`src/rtl/pr_arbiter_if.sv`:
```
// Bundle of request/grant signals between the eight requesters and
// pr_arbiter. The arbiter takes the slave view; the requester side
// (or a bench) takes the master view.
//
// Handshake: a requester keeps req[i] high for as long as it wants the
// resource. Being granted is shown by gnt[i] (registered, one-hot) and
// gnt_valid. The granted requester returns the resource either with a
// one-cycle done strobe or by dropping req[i]. A grant that reaches the
// hold limit is withdrawn, and timeout pulses for one cycle. Between any
// two grants there is always at least one cycle with gnt == 0.
interface pr_arbiter_if;
   logic [7:0] req;        // request vector, bit i = requester i
   logic       mode;       // 0 fixed priority, 1 round-robin
   logic       done;       // release strobe from the granted requester
   logic [7:0] gnt;        // one-hot grant, registered
   logic [2:0] gnt_id;     // index of the granted requester, 0 if none
   logic       gnt_valid;  // OR of gnt
   logic       timeout;    // one-cycle pulse after a forced release
   logic       dbg_state;  // FSM state: 0 IDLE, 1 GRANT
   logic [2:0] dbg_ptr;    // round-robin pointer (last granted id)

   modport slave (
      input  req, mode, done,
      output gnt, gnt_id, gnt_valid, timeout, dbg_state, dbg_ptr
   );

   modport master (
      output req, mode, done,
      input  gnt, gnt_id, gnt_valid, timeout, dbg_state, dbg_ptr
   );
endinterface

```
`src/rtl/pr_arbiter.sv`:
```
// Eight-way arbiter with fixed-priority or round-robin selection and an
// optional hold-time limit. Two-state FSM: IDLE (nothing granted) and
// GRANT (exactly one requester owns the resource). A new winner is only
// picked in IDLE, so a grant is never preempted and two grants are
// always separated by at least one idle cycle.
module pr_arbiter #(
   parameter int unsigned MAX_HOLD = 16   // 0 disables the hold limit
) (
   input  logic         clk,
   input  logic         rst_n,
   pr_arbiter_if.slave  bus
);

   typedef enum logic {
      S_IDLE  = 1'b0,
      S_GRANT = 1'b1
   } state_t;

   // Hold counter value at which the grant is forcibly released.
   localparam int unsigned LP_HOLD_LAST_I = (MAX_HOLD == 0) ? 0 : MAX_HOLD - 1;
   localparam logic [7:0]  LP_HOLD_LAST   = 8'(LP_HOLD_LAST_I);
   localparam logic        LP_LIMIT_EN    = (MAX_HOLD != 0);

   state_t     r_state;
   state_t     w_state_nxt;
   logic [7:0] r_gnt;
   logic [7:0] w_gnt_nxt;
   logic [2:0] r_gnt_id;
   logic [2:0] w_gnt_id_nxt;
   logic       r_timeout;
   logic       w_timeout_nxt;
   logic [2:0] r_ptr;
   logic [2:0] w_ptr_nxt;
   logic [7:0] r_hold;
   logic [7:0] w_hold_nxt;

   logic [2:0] w_fixed_id;
   logic [2:0] w_rr_id;
   logic       w_rr_found;
   logic [2:0] w_rr_idx;
   logic [2:0] w_win_id;
   logic       w_any_req;

   logic       w_rel_done;
   logic       w_rel_drop;
   logic       w_rel_limit;
   logic       w_release;

   assign w_any_req = |bus.req;

   // Fixed priority: highest set request bit wins (later iterations override).
   always_comb begin
      w_fixed_id = 3'd0;
      for (int i = 0; i < 8; i++) begin
         if (bus.req[i]) begin
            w_fixed_id = 3'(i);
         end
      end
   end

   // Round-robin: search ptr-1, ptr-2, ... wrapping, ending at ptr itself,
   // so the last granted requester is considered last.
   always_comb begin
      w_rr_id    = 3'd0;
      w_rr_found = 1'b0;
      w_rr_idx   = 3'd0;
      for (int k = 1; k <= 8; k++) begin
         w_rr_idx = r_ptr - 3'(k);
         if (!w_rr_found && bus.req[w_rr_idx]) begin
            w_rr_id    = w_rr_idx;
            w_rr_found = 1'b1;
         end
      end
   end

   assign w_win_id = bus.mode ? w_rr_id : w_fixed_id;

   // Release conditions, only meaningful while in GRANT.
   assign w_rel_done  = bus.done;
   assign w_rel_drop  = !bus.req[r_gnt_id];
   assign w_rel_limit = LP_LIMIT_EN && (r_hold == LP_HOLD_LAST);
   assign w_release   = w_rel_done || w_rel_drop || w_rel_limit;

   // Next-state and next-output logic; every register holds by default.
   always_comb begin
      w_state_nxt   = r_state;
      w_gnt_nxt     = r_gnt;
      w_gnt_id_nxt  = r_gnt_id;
      w_ptr_nxt     = r_ptr;
      w_hold_nxt    = r_hold;
      w_timeout_nxt = 1'b0;

      case (r_state)
         S_IDLE: begin
            // done is meaningless here; mode is sampled through w_win_id.
            if (w_any_req) begin
               w_state_nxt  = S_GRANT;
               w_gnt_nxt    = 8'd1 << w_win_id;
               w_gnt_id_nxt = w_win_id;
               w_hold_nxt   = 8'd0;
            end else begin
               w_gnt_nxt    = 8'd0;
               w_gnt_id_nxt = 3'd0;
            end
         end

         S_GRANT: begin
            if (w_release) begin
               w_state_nxt   = S_IDLE;
               w_gnt_nxt     = 8'd0;
               w_gnt_id_nxt  = 3'd0;
               w_ptr_nxt     = r_gnt_id;
               w_hold_nxt    = 8'd0;
               // Only a release caused purely by the hold limit is a timeout.
               w_timeout_nxt = w_rel_limit && !w_rel_done && !w_rel_drop;
            end else begin
               w_hold_nxt = r_hold + 8'd1;
            end
         end

         default: begin
            w_state_nxt  = S_IDLE;
            w_gnt_nxt    = 8'd0;
            w_gnt_id_nxt = 3'd0;
            w_hold_nxt   = 8'd0;
         end
      endcase
   end

   // State and output registers with synchronous active-low reset.
   always_ff @(posedge clk) begin
      if (!rst_n) begin
         r_state   <= S_IDLE;
         r_gnt     <= 8'd0;
         r_gnt_id  <= 3'd0;
         r_timeout <= 1'b0;
         r_ptr     <= 3'd0;
         r_hold    <= 8'd0;
      end else begin
         r_state   <= w_state_nxt;
         r_gnt     <= w_gnt_nxt;
         r_gnt_id  <= w_gnt_id_nxt;
         r_timeout <= w_timeout_nxt;
         r_ptr     <= w_ptr_nxt;
         r_hold    <= w_hold_nxt;
      end
   end

   assign bus.gnt       = r_gnt;
   assign bus.gnt_id    = r_gnt_id;
   assign bus.gnt_valid = |r_gnt;
   assign bus.timeout   = r_timeout;
   assign bus.dbg_state = r_state;
   assign bus.dbg_ptr   = r_ptr;

endmodule
```
`src/flat_wrapper.sv`:
```
// flat-port wrapper written by rule: the top's interface ports become plain ports
module pr_arbiter_flat 
#(
   parameter int unsigned MAX_HOLD = 16                               
)
  (clk, rst_n, bus_req, bus_mode, bus_done, bus_gnt, bus_gnt_id, bus_gnt_valid, bus_timeout, bus_dbg_state, bus_dbg_ptr);
  pr_arbiter_if bus_i ();
  input  logic clk;
  input  logic rst_n;
  input wire logic [$bits(bus_i.req)-1:0] bus_req;
  input wire logic [$bits(bus_i.mode)-1:0] bus_mode;
  input wire logic [$bits(bus_i.done)-1:0] bus_done;
  output wire logic [$bits(bus_i.gnt)-1:0] bus_gnt;
  output wire logic [$bits(bus_i.gnt_id)-1:0] bus_gnt_id;
  output wire logic [$bits(bus_i.gnt_valid)-1:0] bus_gnt_valid;
  output wire logic [$bits(bus_i.timeout)-1:0] bus_timeout;
  output wire logic [$bits(bus_i.dbg_state)-1:0] bus_dbg_state;
  output wire logic [$bits(bus_i.dbg_ptr)-1:0] bus_dbg_ptr;
  assign bus_i.req = bus_req;
  assign bus_i.mode = bus_mode;
  assign bus_i.done = bus_done;
  assign bus_gnt = bus_i.gnt;
  assign bus_gnt_id = bus_i.gnt_id;
  assign bus_gnt_valid = bus_i.gnt_valid;
  assign bus_timeout = bus_i.timeout;
  assign bus_dbg_state = bus_i.dbg_state;
  assign bus_dbg_ptr = bus_i.dbg_ptr;
  pr_arbiter #(.MAX_HOLD(MAX_HOLD)) u_core (.clk(clk), .rst_n(rst_n), .bus(bus_i));
endmodule
```
`config.mk`:
```
export PLATFORM = sky130hd
export DESIGN_NAME = pr_arbiter_flat
export DESIGN_NICKNAME = d
export VERILOG_FILES = /design/src/rtl/pr_arbiter_if.sv /design/src/rtl/pr_arbiter.sv /design/src/flat_wrapper.sv
export SDC_FILE = /design/constraint.sdc
export NUM_CORES = 1
export LEC_CHECK = 0
export ABC_AREA = 1
export CAP_MARGIN = 15
export CELL_PAD_IN_SITES_DETAIL_PLACEMENT = 0
export CELL_PAD_IN_SITES_GLOBAL_PLACEMENT = 1
export CORE_MARGIN = 2
export CORE_UTILIZATION = 38
export DETAILED_ROUTE_END_ITERATION = 7
export GPL_ROUTABILITY_DRIVEN = 1
export PLACE_DENSITY_LB_ADDON = 0.1
export SETUP_SLACK_MARGIN = 0.3
export SLEW_MARGIN = 0
export SYNTH_ARGS = -nofsm -noshare
export SYNTH_HDL_FRONTEND = slang
export SYNTH_SLANG_ARGS = --single-unit
```
`constraint.sdc`:
```
create_clock -name clk -period 2.79 [get_ports clk]
set_input_delay 0.558 -clock clk [delete_from_list [all_inputs] [get_ports clk]]
set_output_delay 0.558 -clock clk [all_outputs]
set_load 0.03 [all_outputs]
```
==> key figures, run 1 <==
Detailed routing
  – Vias: 2,253
  – Post-route DRC: 0
  – Final wirelength: 6030 um
  – Antenna Nets Post-Route: 0
  – Vias per cell: 4.90
  – Drt first-iter violations: 71
  – Total iterations of the first detailed-routing run: 4
  – Wire per inst: around 13 um

Hold path
  – Hold WC Path Type: reg2reg

Cells and area
  – Post-layout util: 57.4%
  – Final cell count without fillers: 460
  – Nets: between 400 and 500
  – Share of layout cells above drive strength 1: 28.5%
  – Inserted Diodes: 0
  – Syn-to-layout area delta: 44.5%

Setup path
  – WP data arrival: ~2600 ps
  – FF-to-FF Start: u_core.bus.dbg_ptr[1]
  – CP startpoint kind: flop
  – Critical Path RT: approximately 3000 ps
  – Worst R2R Setup Slack: around 430 ps
  – Reg2Reg Depth: 18
  – End of the critical path: u_core.bus.gnt[5]
  – Setup crit end kind: flop
  – Reg2reg end: u_core.bus.gnt[5]
  – Critical Path Start: u_core.bus.dbg_ptr[1]
  – Max FO, Critical Path: 7
  – Crit Path Class: reg2reg

Timing
  – Final Max Slew Viols: 0
  – Final setup margin: around 430 ps
  – Worst-margin pin slew: ~390 ps
  – Final setup TNS: 0 ps
  – Final hold violation count: 0
  – Hold WS: 490 ps
  – Relative max-transition margin: 74.1%
  – Final period util: 84.6%
  – Setup violators final: 0
  – Fmax: roughly 420 MHz
  – Clock skew: around 5.3 ps
  – Minimum clock period: 2360 ps
  – RSZ-0062 raised after global routing: yes

Run status
  – Outcome: completed

Pwr
  – Leakage: between 1 and 1.5 nW
  – Worst IR Drop VDD: roughly 330 uV
  – Power per cell area: 574 nW/um^2

Placement
  – Placed cells: approximately 440
  – Port bufs: 28
  – Final HPWL DP: between 4000 and 5000 um
  – Final Wtd Congestion: 0.817
  – Place WS: -50.4 ps

GRT
  – Largest net degree at the start of global routing: 15
  – First-pass GRT wire length: between 9000 and 10,000 um
  – Antenna violations before repair: 0
  – GRT overflow: 0
  – GR Util All Layers: 19.3%
  – Vias in the first global route: roughly 2.0k

Clocking
  – Clock Latency Late Sink: roughly 270 ps
  – Clk slew on worst S/H paths: ~90 ps
  – Clock Sinks: 24
  – H-tree levels: 1
  – Num CTS Buffers: 3
  – CTS hold repair buffers: 0
  – CTS root buf: clkbuf_8
  – CTS tree: done
  – CTS max path bufs: 2

Synth
  – Synth Warn #: 0
  – Main area contributors after synthesis: dfxtp_1 (24%), nand2_1 (15%), nor2_1 (9.7%)
  – Post-Syn Area per Cell: 6.17 sq um
  – Synthesized area: ~2000 sq um
  – Top cell type's share of synthesized area: a little under a quarter
  – Prevailing post-synth register cell: dfxtp_1
  – Largest area contributor in the netlist: dfxtp_1
  – Register area share after synthesis: roughly a quarter
  – Commonest cells post-synth: nand2_1 (83), nor2_1 (53), inv_1 (37)
  – Netlist cell types: 35
  – Flops & latches, synth: 24
  – Post-synth ARST share: 0%
  – Count leader, synth: nand2_1
  – Mapped Cells: between 300 and 400
  – Post-synth net total: ~350
  – Post-synth EDFFs: 0

Floorplanning
  – Die Y-Extent: between 70 and 80 um
  – FP Rows: 26
  – Initial cell density of the core: around 40%
  – Full die area: around 6000 sq um
  – Num ports: 29
  – Core ar.: 5140 sq um
  – Die X: 77.3 um

Job
  – Max-cap violations: 0
metal layers:
metal	share of wire, %	vias up	routed length (um)	track usage (%)
li1	-	1182	-	-
met4	1.4	0	87	5.71
met5	0	-	0	0
met2	51	34	3090	34.1
met1	45	1030	2710	25.0
met3	2.3	7	138	1.29
worst min-delay path by stage:
stage / from / endpoint / slack (ps) / cells past startpoint
final: u_core.bus.gnt[0] / u_core.bus.gnt[0] / 490 / 2
after global routing: u_core.bus.gnt[0] / u_core.bus.gnt[0] / 520 / 2
after CTS: u_core.bus.gnt[0] / u_core.bus.gnt[0] / 490 / 2
after detailed placement: u_core.bus.gnt[0] / u_core.bus.gnt[0] / 470 / 2
after global placement: u_core.bus.gnt[0] / u_core.bus.gnt[0] / 480 / 2
after floorplan: u_core.r_hold[1] / u_core.r_hold[1] / 460 / 2
cell families (layout without fill, tap and decap cells):
group	after synthesis	in the layout	share of synthesized area (%)
simple gates	213	213	52.5
buf+inv	51	110	10.4
compound gates	35	35	9.57
flops	24	24	23.5
xor+xnor	5	5	2.15
fa+ha+maj	3	3	1.84
metrics by stage:
| step | power [mW] | cell area [sq um] |
|---|---|---|
| final | 1.69 | 2950 |
| after global routing | 1.80 | 2950 |
| after CTS | 1.52 | 2610 |
| after detailed placement | 1.20 | 2520 |
| after global placement | 1.20 | 2520 |
| after floorplan | 0.968 | 2060 |
cells in the final DEF, fill, tap and decap left out, types with 5 or more instances in the layout:
cell type,synthesis,layout
inv_2,7,7
a21oi_1,17,16
nand2_4,6,9
nand3_2,15,13
nand3_1,29,21
nand2_1,83,76
o21ai_0,8,8
nand2_2,11,15
buf_4,0,29
dlygate4sd2_1,0,5
nand3_4,0,10
dfxtp_1,24,21
clkdlybuf4s50_1,0,20
inv_1,37,34
nor2_1,53,50
area by class of cell:
type / instances / area (sq um)
fill: 532 / 2190
multi-input combinational: 256 / 1570
timing repair buffer: 61 / 542
sequential: 24 / 489
inverter: 45 / 186
tap: 70 / 87.6
clock buffer: 3 / 41.3
clock inverter: 1 / 30.0
worst max-delay path: stages, from the launching register on:
cell,delay [ps]
dfxtp_4,390
inv_8,50
ha_4,300
inv_8,100
nand3_4,80
nand2_2,90
nor2_4,50
nor2_4,160
nand4_4,120
nor2_4,190
nand2_4,90
nand3_1,100
nand3_2,110
nand2_4,120
buf_4,110
nand2_1,40
nor2_1,90
nor2_1,50
nor2_1,70
power by group:
group / internal [mW] / switching, mW / total, mW
clock network: 0.192 / 0.119 / 0.311
logic: 0.388 / 0.597 / 0.984
registers: 0.366 / 0.0322 / 0.398
total: 0.946 / 0.748 / 1.69
registers in the layout, summed over array words and instances, names as in the netlist:
name	count
u_core.bus.dbg_ptr	3
u_core.bus.dbg_state	1
u_core.bus.gnt	8
u_core.bus.gnt_id	3
u_core.bus.timeout	1
u_core.r_hold	8
repair_timing:
item	4_1_cts	5_1_grt
gates resized for setup	9	56
pin swaps	4	30
hold endpoints to repair	0	0
buffers inserted	2	12
setup endpoints to repair	7	10
(Power assumes the default switching activity.)
==> inputs of run 2 (changes only) <==
clock period = 2.2 ns   (was 2.79 ns; I/O delays follow)
==> key figures, run 2 (synthesis gave the netlist of run 1 again) <==
GRT
  – Antenna violations before repair: 0 (unchanged)
  – Largest net degree at the start of global routing: 15 (unchanged)
  – First-pass GRT wire length: 10,000 um (+6.7%)
  – Vias in the first global route: 2,236 (+12%)
  – GRT overflow: 0 (unchanged)
  – GR Util All Layers: 20.3% (+1.0 points)

Clocking
  – CTS max path bufs: 2 (unchanged)
  – Clk slew on worst S/H paths: 90 ps (about the same)
  – CTS hold repair buffers: 0 (unchanged)
  – H-tree levels: 1 (unchanged)
  – Clock Sinks: 24 (unchanged)
  – Clock Latency Late Sink: 270 ps (about the same)
  – CTS root buf: clkbuf_8
  – CTS tree: done
  – Num CTS Buffers: 3 (unchanged)

Detailed routing
  – Vias: 2,283 (+1.3%)
  – Vias per cell: 4.82 (-1.7%)
  – Final wirelength: 5930 um (-1.7%)
  – Wire per inst: 12.5 um (-4.6%)
  – Total iterations of the first detailed-routing run: 4 (unchanged)
  – Drt first-iter violations: 52 (-27%)
  – Antenna Nets Post-Route: 0 (unchanged)
  – Post-route DRC: 0 (unchanged)

Timing
  – Final Max Slew Viols: 0 (unchanged)
  – Clock skew: 8.52 ps (+3.19 ps)
  – Final hold violation count: 0 (unchanged)
  – Final setup margin: -133 ps (-562 ps)
  – Final period util: 106% (+21 points)
  – Worst-margin pin slew: 324 ps (-61.4 ps)
  – RSZ-0062 raised after global routing: yes
  – Relative max-transition margin: 78.4% (+4.2 points)
  – Minimum clock period: 2330 ps (-27.9 ps)
  – Setup violators final: 9 (+9)
  – Fmax: 429 MHz (+1.2%)

Pwr
  – Power per cell area: 714 nW/um^2 (+24%)
  – Leakage: 1.36 nW (+4.5%)
  – Worst IR Drop VDD: 415 uV (+25%)

Setup path
  – WP data arrival: 2490 ps (-80 ps)
  – Setup crit end kind: flop
  – Max FO, Critical Path: 6 (-1)
  – FF-to-FF Start: u_core.bus.dbg_ptr[0]
  – Reg2reg end: u_core.bus.gnt[4]
  – Reg2Reg Depth: 18 (unchanged)
  – Worst R2R Setup Slack: -130 ps (-560 ps)
  – CP startpoint kind: flop
  – Critical Path RT: 2360 ps (-640 ps)
  – Crit Path Class: reg2reg

Placement
  – Port bufs: 28 (unchanged)
  – Final HPWL DP: 4680 um (+2.3%)
  – Final Wtd Congestion: 0.876 (+7.2%)
  – Post-Place Cell Area: 2730 sq um (+8.1%)

Cells and area
  – Register Area: 488 sq um (-0.26%)
  – Post-layout util: 59.0% (+1.6 points)
  – Fill count: 559 (+5.1%)
  – Syn-to-layout area delta: 48.6%
  – Nets: 420 (+3.4%)
  – Leading cell type in the layout, fill and taps excluded: nand2_1
  – Multi-input gate area: 1600 sq um (+1.6%)
  – Most frequent cells in the layout: nand2_1 (70), buf_4 (46), nor2_1 (42), inv_1 (32), nand2_2 (21)
  – Inserted Diodes: 0 (unchanged)
  – Share of layout cells above drive strength 1: 36.9% (+8.4 points)
  – Design area: 3030 sq um (+2.8%)

Floorplanning
  – Full die area: 5970 sq um (unchanged)
  – Num ports: 29 (unchanged)
  – Initial cell density of the core: 39.7% (unchanged)
  – Die Y-Extent: 77.3 um (unchanged)
  – Core ar.: 5140 sq um (unchanged)
  – Die X: 77.3 um (unchanged)
  – FP Rows: 26 (unchanged)

Run status
  – Outcome: finished, violations left
  – Failing checks: setup timing

Hold path
  – Hold WC Path Type: reg2reg
  – Hold Crit Start: u_core.r_hold[1]
  – Hold Path Sink: u_core.r_hold[1]
  – Worst Hold Depth: 2 (unchanged)

Job
  – Max-cap violations: 0 (unchanged)
[run 2: layout make-up]
cell class	count	area share, %
clock buffers	3	1.36
clock inverters	1	0.990
inverters	45	5.82
multi-input cells	256	52.7
flip-flops and latches	24	16.1
well taps	70	2.89
repair buffers	75	20.2
[run 2: where the power goes]
part	switching, mW	leakage (nW)	internal, mW
Clock	0.143	0.0357	0.243
Sequential	0.0423	0.197	0.465
Combinational	0.764	1.13	0.506
Total	0.950	1.36	1.21
[run 2: layer usage]
layer | track usage, % | part of all wire (%)
met1 | 24.4 | 43
met2 | 38.7 | 53
met3 | 1.29 | 1.4
met4 | 5.54 | 1.8
met5 | 0 | 0
[run 2: worst max-delay path by stage]
stage | startpoint | depth (start not counted) | slack [ps] | endpoint
5_1_grt | u_core.bus.dbg_ptr[0] | 18 | -360 | u_core.bus.gnt[4]
3_5_place_dp | bus_req[3] | 17 | -520 | u_core.bus.gnt[4]
3_3_place_gp | bus_req[5] | 13 | -540 | u_core.r_hold[6]
4_1_cts | u_core.bus.dbg_ptr[0] | 19 | -100 | u_core.bus.gnt[4]
6_report | u_core.bus.dbg_ptr[0] | 18 | -130 | u_core.bus.gnt[4]
2_1_floorplan | u_core.bus.dbg_ptr[0] | 20 | -210 | u_core.bus.gnt[4]
[run 2: per-stage QoR]
stage               worst slack, ps  cells  hold slack [ps]  TNS [ps]  total power [mW]
floorplan                      -210    331              462     -1770              1.24
global placement               -538    468              477     -8840              1.63
detailed placement             -520    468              482     -8410              1.64
CTS                            -101    472              497      -616              2.07
global route                   -362    474              518     -3140              2.34
finish                         -133    474              493      -904              2.16
[run 2: critical path, stage by stage, from the launching register on]
cell and delay (ps):
dfxtp_4 390, inv_4 40, ha_4 300, inv_6 100
nand3_2 100, nand2_2 80, nand2_1 60, nand2_2 110
nand4_4 140, nor2_4 190, nand2_4 90, nand3_1 100
nand3_2 90, nand2_4 120, inv_2 60, nand2_1 60
nor2_1 40, nor2_1 100, nor2_1 40
[run 2: what timing repair did]
item,CTS,global route
resized for setup,40,47
setup endpoints to repair,26,24
pin swaps,20,3
setup buffers,0,2
==> inputs of run 3 (changes only) <==
REMOVE_ABC_BUFFERS = 1   (was not set)
SKIP_CTS_REPAIR_TIMING = 1   (was not set)
==> key figures, run 3 (synthesis gave the netlist of run 1 again) <==
Setup path
  – Reg2Reg Depth: 18 (unchanged)
  – CP startpoint kind: flop
  – Reg2reg end: u_core.bus.gnt[7]
  – Worst R2R Setup Slack: -130 ps (about the same)
  – Critical Path RT: 2360 ps (about the same)
  – Crit Path Class: reg2reg
  – Max FO, Critical Path: 5 (-1)
  – WP data arrival: 2490 ps (about the same)
  – FF-to-FF Start: u_core.bus.dbg_ptr[0]
  – Setup crit end kind: flop

GRT
  – Vias in the first global route: 2,157 (-3.5%)
  – GRT overflow: 0 (unchanged)
  – Largest net degree at the start of global routing: 18 (+3)
  – GR Util All Layers: 19.5% (-0.87 points)
  – First-pass GRT wire length: 9550 um (-4.7%)
  – Antenna violations before repair: 0 (unchanged)

Run status
  – Outcome: finished, violations left
  – Failing checks: setup timing

Cells and area
  – Syn-to-layout area delta: 50.4%
  – Leading cell type in the layout, fill and taps excluded: nand2_1
  – Fill count: 541 (-3.2%)
  – Nets: 427 (+1.7%)
  – Most frequent cells in the layout: nand2_1 (70), buf_4 (51), nor2_1 (46), inv_1 (35)
  – Share of layout cells above drive strength 1: 34.5% (-2.3 points)
  – Post-layout util: 59.7% (+0.71 points)
  – Inserted Diodes: 0 (unchanged)
  – Final cell count without fillers: 481 (+1.5%)
  – Design area: 3070 sq um (+1.2%)

Timing
  – Final period util: 106% (about the same)
  – Setup violators final: 9 (unchanged)
  – Hold WS: 489 ps (-3.95 ps)
  – Final Max Slew Viols: 0 (unchanged)
  – Final hold violation count: 0 (unchanged)
  – Relative max-transition margin: 78.1% (-0.22 points)
  – Clock skew: 4.30 ps (-4.22 ps)
  – Final setup TNS: -1010 ps (-105 ps)
  – Worst-margin pin slew: 327 ps (+3.73 ps)
  – RSZ-0062 raised after global routing: yes
  – Final setup margin: -134 ps (-1.11 ps)
  – Minimum clock period: 2330 ps (+1.11 ps)
  – Fmax: 429 MHz (about the same)

Detailed routing
  – Wire per inst: 12.2 um (-2.2%)
  – Vias per cell: 4.75 (-1.3%)
  – Vias: 2,287 (+0.18%)
  – Drt first-iter violations: 84 (+62%)
  – Final wirelength: 5890 um (-0.71%)
  – Post-route DRC: 0 (unchanged)
  – Antenna Nets Post-Route: 0 (unchanged)
  – Total iterations of the first detailed-routing run: 5 (+1)

Floorplanning
  – Core ar.: 5140 sq um (unchanged)
  – FP Rows: 26 (unchanged)
  – Die X: 77.3 um (unchanged)
  – Initial cell density of the core: 39.7% (unchanged)
  – Full die area: 5970 sq um (unchanged)
  – Num ports: 29 (unchanged)
  – Die Y-Extent: 77.3 um (unchanged)

Clocking
  – Clock Latency Late Sink: 260 ps (about the same)
  – Clk slew on worst S/H paths: 80 ps (about the same)
  – CTS tree: done
  – H-tree levels: 1 (unchanged)
  – CTS max path bufs: 2 (unchanged)
  – Num CTS Buffers: 3 (unchanged)
  – CTS root buf: clkbuf_8
  – Clock Sinks: 24 (unchanged)

Placement
  – Final Wtd Congestion: 0.772 (-12%)
  – Post-Place Cell Area: 2730 sq um (-0.14%)
  – Port bufs: 28 (unchanged)
  – Placed cells: 471 (+0.64%)
  – Final HPWL DP: 4640 um (-0.76%)

Hold path
  – Hold Path Sink: u_core.r_hold[1]
  – Worst Hold Depth: 2 (unchanged)
  – Hold WC Path Type: reg2reg
  – Hold Crit Start: u_core.r_hold[1]

Pwr
  – Combinational share of power: 61.9% (+3.2 points)
  – Clock Power Share: 14.0% (-3.8 points)
  – Power per cell area: 678 nW/um^2 (-5.0%)
  – Sw Ratio: 43.9% (+0.045 points)
  – Worst IR Drop VDD: 448 uV (+8.1%)
  – Switch Pwr: 0.914 mW (-3.7%)
  – Pint: 1.17 mW (-3.9%)
  – Reg power frac: 24.0% (+0.5 points)
  – Leakage: 1.48 nW (+9.2%)

Job
  – Max-cap violations: 0 (unchanged)
[run 3: changes by cell type in the layout (fill, tap and decap cells not counted), moves of 4 or more]
| cell | before | now |
|---|---|---|
| nor2_1 | 42 | 46 |
| dlygate4sd2_1 | 4 | 0 |
| clkbuf_2 | 4 | 0 |
| dlymetal6s2s_1 | 0 | 12 |
| buf_4 | 46 | 51 |
| clkdlybuf4s15_1 | 4 | 0 |
[run 3: routing by layer]
layer	routed length (um)	part of all wire, %	global-route usage, %	vias up
li1	-	-	-	1221
met1	2510	43	23.5	1025
met2	3090	53	36.4	30
met3	116	2.0	1.06	11
met4	163	2.8	6.43	0
met5	0	0	0	-
[run 3: area by class of cell]
| cell class | count | area (sq um) | area share [%] |
|---|---|---|---|
| Inverter | 45 | 171 | 5.58 |
| Timing Repair Buffer | 82 | 731 | 23.8 |
| Clock buffer | 4 | 55.1 | 1.79 |
| Tap cell | 70 | 87.6 | 2.85 |
| Multi-Input combinational cell | 256 | 1540 | 50.1 |
| Sequential cell | 24 | 487 | 15.9 |
[run 3: through the flow]
stage / total power [mW] / worst slack (ps)
final: 2.08 / -134
after global routing: 2.25 / -305
after CTS: 1.93 / -299
after detailed placement: 1.63 / -514
after global placement: 1.63 / -508
after floorplan: 1.20 / -703
[run 3: worst max-delay path: stages, from the launching register on]
cell and delay, ps:
dfxtp_2 340, inv_2 50, ha_4 290, buf_8 140, nand3_4 90, nand3_4 110, nand2_4 80, nor2_8 90
nand4_4 120, nor2_4 220, nand2_4 100, o21ai_2 110, inv_1 60, nand2_2 80, nand2_2 70, nand2_4 100
nor2_1 50, nor2_1 80, nor2_1 50
[run 3: worst max-delay path by stage]
stage | end | from | cells past startpoint | slack, ps
3_3_place_gp | u_core.bus.gnt[4] | bus_req[3] | 17 | -510
5_1_grt | u_core.bus.gnt[6] | u_core.bus.dbg_ptr[0] | 19 | -310
6_report | u_core.bus.gnt[7] | u_core.bus.dbg_ptr[0] | 18 | -130
3_5_place_dp | u_core.bus.gnt[6] | bus_req[3] | 17 | -510
2_1_floorplan | u_core.bus.gnt[4] | u_core.bus.dbg_ptr[0] | 18 | -700
4_1_cts | u_core.bus.gnt[6] | u_core.bus.dbg_ptr[0] | 18 | -300
[run 3: power by group through the flow]
stage | combinational, mW | clock, mW | sequential, mW
6_report | 1.29 | 0.292 | 0.500
5_1_grt | 1.42 | 0.320 | 0.506
3_5_place_dp | 1.12 | 0 | 0.507
3_3_place_gp | 1.12 | 0 | 0.507
4_1_cts | 1.13 | 0.303 | 0.497
2_1_floorplan | 0.637 | 0 | 0.565
